## src/rtl/muldiv_pkg.sv

```systemverilog
// Shared op codes, FSM encoding and default width for the HI/LO multiply/divide unit.
package muldiv_pkg;

  localparam int DEF_WIDTH = 32;

  localparam logic [2:0] OP_MULT  = 3'd1;
  localparam logic [2:0] OP_MULTU = 3'd2;
  localparam logic [2:0] OP_DIV   = 3'd3;
  localparam logic [2:0] OP_DIVU  = 3'd4;
  localparam logic [2:0] OP_MTHI  = 3'd5;
  localparam logic [2:0] OP_MTLO  = 3'd6;

  typedef enum logic [1:0] {
    ST_IDLE = 2'd0,
    ST_CALC = 2'd1,
    ST_FIX  = 2'd2
  } state_t;

endpackage

```

## src/rtl/muldiv_step.sv

```systemverilog
// One iteration of shift-add multiply (LSB first) or restoring divide (MSB first).
module muldiv_step
  import muldiv_pkg::*;
#(
  parameter int WIDTH = DEF_WIDTH
) (
  input  logic [2*WIDTH-1:0] acc_i,
  input  logic [WIDTH-1:0]   opnd_i,
  input  logic               div_i,
  output logic [2*WIDTH-1:0] acc_o,
  output logic               qbit_o
);
  logic [WIDTH-1:0] add_a, add_b, sum;
  logic             cout;

  // Divide: shifted remainder minus divisor. Multiply: upper half plus gated multiplicand.
  assign add_a = div_i ? acc_i[2*WIDTH-2:WIDTH-1] : acc_i[2*WIDTH-1:WIDTH];
  assign add_b = div_i ? ~opnd_i : (acc_i[0] ? opnd_i : '0);

  ripple_adder32 u_add (
    .a_i   (add_a),
    .b_i   (add_b),
    .cin_i (div_i),
    .sum_o (sum),
    .cout_o(cout)
  );

  // A set remainder MSB means the shifted value exceeds any divisor.
  assign qbit_o = div_i & (acc_i[2*WIDTH-1] | cout);

  always_comb begin
    if (div_i)
      acc_o = {(qbit_o ? sum : add_a), acc_i[WIDTH-2:0], 1'b0};
    else
      acc_o = {cout, sum, acc_i[WIDTH-1:1]};
  end
endmodule

```

## src/rtl/ripple_adder32.sv

```systemverilog
// Plain 32-bit ripple-carry adder shared by the execute-stage datapaths.
module ripple_adder32 (
  input  logic [31:0] a_i,
  input  logic [31:0] b_i,
  input  logic        cin_i,
  output logic [31:0] sum_o,
  output logic        cout_o
);
  logic [32:0] c;

  assign c[0] = cin_i;

  for (genvar i = 0; i < 32; i++) begin : g_bit
    assign sum_o[i]  = a_i[i] ^ b_i[i] ^ c[i];
    assign c[i+1]    = (a_i[i] & b_i[i]) | (c[i] & (a_i[i] ^ b_i[i]));
  end

  assign cout_o = c[32];
endmodule

```

## src/rtl/muldiv_unit.sv

```systemverilog
// Iterative HI/LO multiply/divide unit: MULT/MULTU/DIV/DIVU over WIDTH cycles plus a sign-fix cycle.
module muldiv_unit
  import muldiv_pkg::*;
#(
  parameter int WIDTH = DEF_WIDTH
) (
  input  logic             clk,
  input  logic             rst,
  input  logic [WIDTH-1:0] a,
  input  logic [WIDTH-1:0] b,
  input  logic [2:0]       op,
  input  logic             start,
  output logic             busy,
  output logic             done,
  output logic [WIDTH-1:0] hi,
  output logic [WIDTH-1:0] lo
);
  localparam int CW = $clog2(WIDTH);

  state_t             state_q;
  logic [2:0]         op_q;
  logic [2*WIDTH-1:0] acc_q, acc_d, step_acc;
  logic [WIDTH-1:0]   opnd_q, araw_q, hi_q, lo_q;
  logic [CW-1:0]      cnt_q;
  logic               neg_res_q, neg_rem_q, div0_q, busy_q, done_q;
  logic               qbit, div_q;

  logic               is_sgn, is_div_in, is_iter, a_neg, b_neg;
  logic [WIDTH-1:0]   a_mag, b_mag, fix_hi_d, fix_lo_d;
  logic [2*WIDTH-1:0] prod;

  assign div_q = (op_q == OP_DIV) || (op_q == OP_DIVU);

  muldiv_step #(.WIDTH(WIDTH)) u_step (
    .acc_i (acc_q),
    .opnd_i(opnd_q),
    .div_i (div_q),
    .acc_o (step_acc),
    .qbit_o(qbit)
  );

  assign acc_d = step_acc | {{(2*WIDTH-1){1'b0}}, qbit};

  always_comb begin
    is_sgn    = (op == OP_MULT) || (op == OP_DIV);
    is_div_in = (op == OP_DIV)  || (op == OP_DIVU);
    is_iter   = (op == OP_MULT) || (op == OP_MULTU) || is_div_in;
    a_neg     = is_sgn & a[WIDTH-1];
    b_neg     = is_sgn & b[WIDTH-1];
    a_mag     = a_neg ? -a : a;
    b_mag     = b_neg ? -b : b;

    prod      = neg_res_q ? -acc_q : acc_q;
    fix_hi_d  = prod[2*WIDTH-1:WIDTH];
    fix_lo_d  = prod[WIDTH-1:0];
    if (div_q) begin
      // Divide by zero reports the raw dividend and an all-ones quotient, unsigned.
      if (div0_q) begin
        fix_hi_d = araw_q;
        fix_lo_d = '1;
      end else begin
        fix_hi_d = neg_rem_q ? -acc_q[2*WIDTH-1:WIDTH] : acc_q[2*WIDTH-1:WIDTH];
        fix_lo_d = neg_res_q ? -acc_q[WIDTH-1:0]       : acc_q[WIDTH-1:0];
      end
    end
  end

  always_ff @(posedge clk) begin
    if (rst) begin
      state_q   <= ST_IDLE;
      op_q      <= '0;
      acc_q     <= '0;
      opnd_q    <= '0;
      araw_q    <= '0;
      cnt_q     <= '0;
      neg_res_q <= 1'b0;
      neg_rem_q <= 1'b0;
      div0_q    <= 1'b0;
      hi_q      <= '0;
      lo_q      <= '0;
      busy_q    <= 1'b0;
      done_q    <= 1'b0;
    end else begin
      done_q <= 1'b0;
      unique case (state_q)
        ST_IDLE: begin
          if (start && is_iter) begin
            op_q      <= op;
            acc_q     <= {{WIDTH{1'b0}}, is_div_in ? a_mag : b_mag};
            opnd_q    <= is_div_in ? b_mag : a_mag;
            araw_q    <= a;
            div0_q    <= is_div_in && (b == '0);
            neg_res_q <= a_neg ^ b_neg;
            neg_rem_q <= a_neg;
            cnt_q     <= '0;
            busy_q    <= 1'b1;
            state_q   <= ST_CALC;
          end else if (start && op == OP_MTHI) begin
            hi_q <= a;
          end else if (start && op == OP_MTLO) begin
            lo_q <= a;
          end
        end
        ST_CALC: begin
          acc_q <= acc_d;
          cnt_q <= cnt_q + 1'b1;
          if (cnt_q == CW'(WIDTH-1)) state_q <= ST_FIX;
        end
        ST_FIX: begin
          hi_q    <= fix_hi_d;
          lo_q    <= fix_lo_d;
          busy_q  <= 1'b0;
          done_q  <= 1'b1;
          state_q <= ST_IDLE;
        end
        default: state_q <= ST_IDLE;
      endcase
    end
  end

  assign busy = busy_q;
  assign done = done_q;
  assign hi   = hi_q;
  assign lo   = lo_q;
endmodule

```

## config.mk

```make
export PLATFORM = sky130hd
export DESIGN_NAME = muldiv_unit
export DESIGN_NICKNAME = d
export VERILOG_FILES = /design/src/rtl/muldiv_pkg.sv /design/src/rtl/muldiv_step.sv /design/src/rtl/ripple_adder32.sv /design/src/rtl/muldiv_unit.sv
export SDC_FILE = /design/constraint.sdc
export NUM_CORES = 1
export LEC_CHECK = 0
export BUFFER_PORTS_ARGS = -buffer_cell sky130_fd_sc_hd__buf_4
export CELL_PAD_IN_SITES_DETAIL_PLACEMENT = 0
export CELL_PAD_IN_SITES_GLOBAL_PLACEMENT = 1
export CORE_ASPECT_RATIO = 1.5
export CORE_UTILIZATION = 39
export DETAILED_ROUTE_END_ITERATION = 8
export MAX_ROUTING_LAYER = met4
export PLACE_DENSITY_LB_ADDON = 0.1
export SLEW_MARGIN = 30
export SYNTH_ARGS = -nofsm -noshare
export SYNTH_HDL_FRONTEND = slang
export SYNTH_SLANG_ARGS = --single-unit
```

## constraint.sdc

```tcl
create_clock -name clk -period 19.65 [get_ports clk]
set_clock_uncertainty 0.15 [all_clocks]
set_input_delay 3.93 -clock clk [delete_from_list [all_inputs] [get_ports clk]]
set_output_delay 3.93 -clock clk [all_outputs]
set_load 0.05 [all_outputs]
```

==> metrics <==
Max Fclk=about 61 MHz; GPL Wtd Cong=0.967; Overflow after GRT=0; Setup Buffers After CTS=0; dpl hpwl=49100 um; CP delay by family, top=adder cells; Cell Rows=87; fin area=around 17000 sq um; Via density=~6.4; antenna-violating nets left=0; Setup TNS Final=0 ps; Initial Util=39.8%; Post-Syn Nets=2151; top cells by area in the synthesized netlist=dfxtp_1 (28%), nand2_1 (7.6%), a21oi_1 (6.5%); EDFF count, synth=0; Placed Area=16200 sq um; IO buf count=around 140; # fillers=3847; Async SR Flop Fraction=0%; CP max stage cell=buf_4; Hold Crit Class=reg2reg; outcome=completed; startpoint types=register; relative slew slack=a little over a third; initial antenna violation count=1; CTS tree=built; Vias=16.2k; Remaining DRCs=0; Critical path buffers and inverters=4; Die W=162 um; yosys warns=0; fin nets=2135; crit end category=register; Die Y=242 um; synthesized flop and latch total=207; clock tree sinks=just over 200; Lkg Pwr=5.99 nW; Yosys top cell by area=dfxtp_1; DR WL/cell=26.7 um; kind of critical path=reg2reg; clock buffer depth=3; Tmin final=16450 ps; Num CTS Buffers=24; Iteration-0 DRC Markers=1516; number of distinct library cells after synthesis=80; Post-Synthesis Cells=2042; P per Cell Area=75.6 nW/um^2; Final Util=between 40% and 50%; CTS resizes=0; sequential area share after synthesis=27.6%; final setup fails=0; peak per-stage delay on the critical path=670 ps; share of the synthesized area in the top cell type=between 20% and 30%; Core Region=37800 sq um; period utilization=83.7%; die footprint=39400 sq um; total power=0.00128 W; worst-margin pin slew=963 ps; GRT Util Overall=35.0%; drt total wl=67600 um; Root Driver=clkbuf_16; cell area after synthesis=15000 sq um; cts hold-fix bufs=0; Inserted Diodes=0; vias in the first global route=15.2k; Final Max Tran Viols=0; Worst EP arrival=16700 ps; 1st-pass router iterations=5; RSZ-0062 raised after global routing=false; first-pass GRT wire length=100000 um; Worst-path clk slew=approximately 70 ps; share of cells above drive strength 1=between 10% and 20%; mean post-synth cell area=7.36 sq um; area grow syn2layout=12.9%; max-cap viol count=0; Max IR drop VDD=67.0 uV; Clk Latency, worst-skew pair=560 ps; IO Count=roughly 140; H-tree levels=1; CP required=19900 ps; CP dominant cell by count=fa_1; Post-synth top flop=dfxtp_1; Final Hold Fails=0; largest net degree at the start of global routing=between 70 and 80; crit-path max FO=75
-- cell usage in the layout, fill, tap and decap left out, types with 17 or more instances in the layout --
master and n:
nor2_1 159, o31ai_1 26, inv_1 26, a31oi_1 44, a21oi_1 192, o22ai_1 43, a2bb2oi_1 28, clkbuf_16 25
dfxtp_1 206, o221ai_1 35, mux2i_1 41, fa_1 32, a211oi_1 19, nand3_1 44, o211ai_1 21, or4_1 17
nor4_1 34, o41ai_1 22, xor2_1 35, nor3_1 42, or3_1 30, a221oi_1 20, xnor2_1 69, buf_4 169
nand2_1 302, o21ai_0 126
-- where the power goes --
| group | switching, W | internal (W) |
|---|---|---|
| Clock | 0.000203 | 0.000276 |
| Sequential | 0.0000409 | 0.000443 |
| Combinational | 0.000212 | 0.000109 |
| Total | 0.000455 | 0.000828 |
-- area by class of cell --
class | instances | area (sq um) | share of cell area (%)
inverter | 27 | 103 | 0.604
clock buffer | 26 | 639 | 3.76
sequential | 207 | 4150 | 24.4
clock inverter | 18 | 186 | 1.10
multi-input combinational | 1596 | 10000 | 59.0
timing repair buffer | 170 | 1280 | 7.54
tap | 489 | 612 | 3.60
-- worst reg2reg max path, delay by kind of cell, from the launching register on --
| family | cells | cell delay (ps) |
|---|---|---|
| AOI/OAI and AO/OA | 4 | 1290 |
| adders and majority gates | 32 | 11550 |
| buffers and inverters | 4 | 1440 |
| DFF | 1 | 420 |
| and+or+nand+nor | 6 | 1430 |
-- cells in the mapped netlist, types with 21 or more instances --
master	number
or3_1	31
o221ai_1	35
a2bb2oi_1	28
nor4_1	34
o22ai_1	43
buf_1	26
nor3_1	44
mux2i_1	41
nand2_1	304
clkbuf_1	170
nand3_1	44
o211ai_1	21
o21ai_0	126
o31ai_1	26
xnor2_1	69
nor2_1	162
fa_1	32
inv_1	27
o41ai_1	22
a21oi_1	194
xor2_1	35
dfxtp_1	207
a31oi_1	44
-- kinds of logic after synthesis --
kind of cell	count (synthesis)	synth area share [%]
AND/OR/NAND/NOR	731	22.9
multiplexers	46	3.10
buffers and inverters	239	6.18
flip-flops	207	27.6
AO/OA/AOI/OAI	676	29.4
adder cells (fa/ha/maj)	39	4.84
XOR/XNOR	104	6.06
-- path summary, 6_finish.rpt --
check	slack, ps	cells past startpoint	startpoint	to
worst min register to register	290	2	lo[25]	lo[25]
worst max register to register	3200	46	op_q[2]	acc_q[61]
worst max-delay path	3200	46	op_q[2]	acc_q[61]
worst min-delay path	290	2	lo[25]	lo[25]
-- registers in the layout, summed over array words and instances (netlist names) --
name and count:
hi 32, acc_q 64, lo 32, opnd_q 32, cnt_q 5, op_q 3
state_q 2, neg_res_q 1, neg_rem_q 1, araw_q 32, done 1, busy 1
div0_q 1
-- per-layer routing --
metal	part of all wire (%)	wire [um]	track usage [%]
met5	0	0	-
met4	7.7	5220	23.6
met3	5.6	3770	3.30
met2	48	32300	56.3
met1	39	26300	40.9
-- per-stage QoR --
| step | worst slack [ps] | instances | hold WS (ps) |
|---|---|---|---|
| after floorplan | 4810 | 2042 | 281 |
| after global placement | 3370 | 2489 | 281 |
| after detailed placement | 3360 | 2489 | 284 |
| after CTS | 3280 | 2533 | 292 |
| after global routing | 2480 | 2533 | 318 |
| final | 3200 | 2533 | 291 |
No activity file was read; power rests on OpenSTA's default activity.
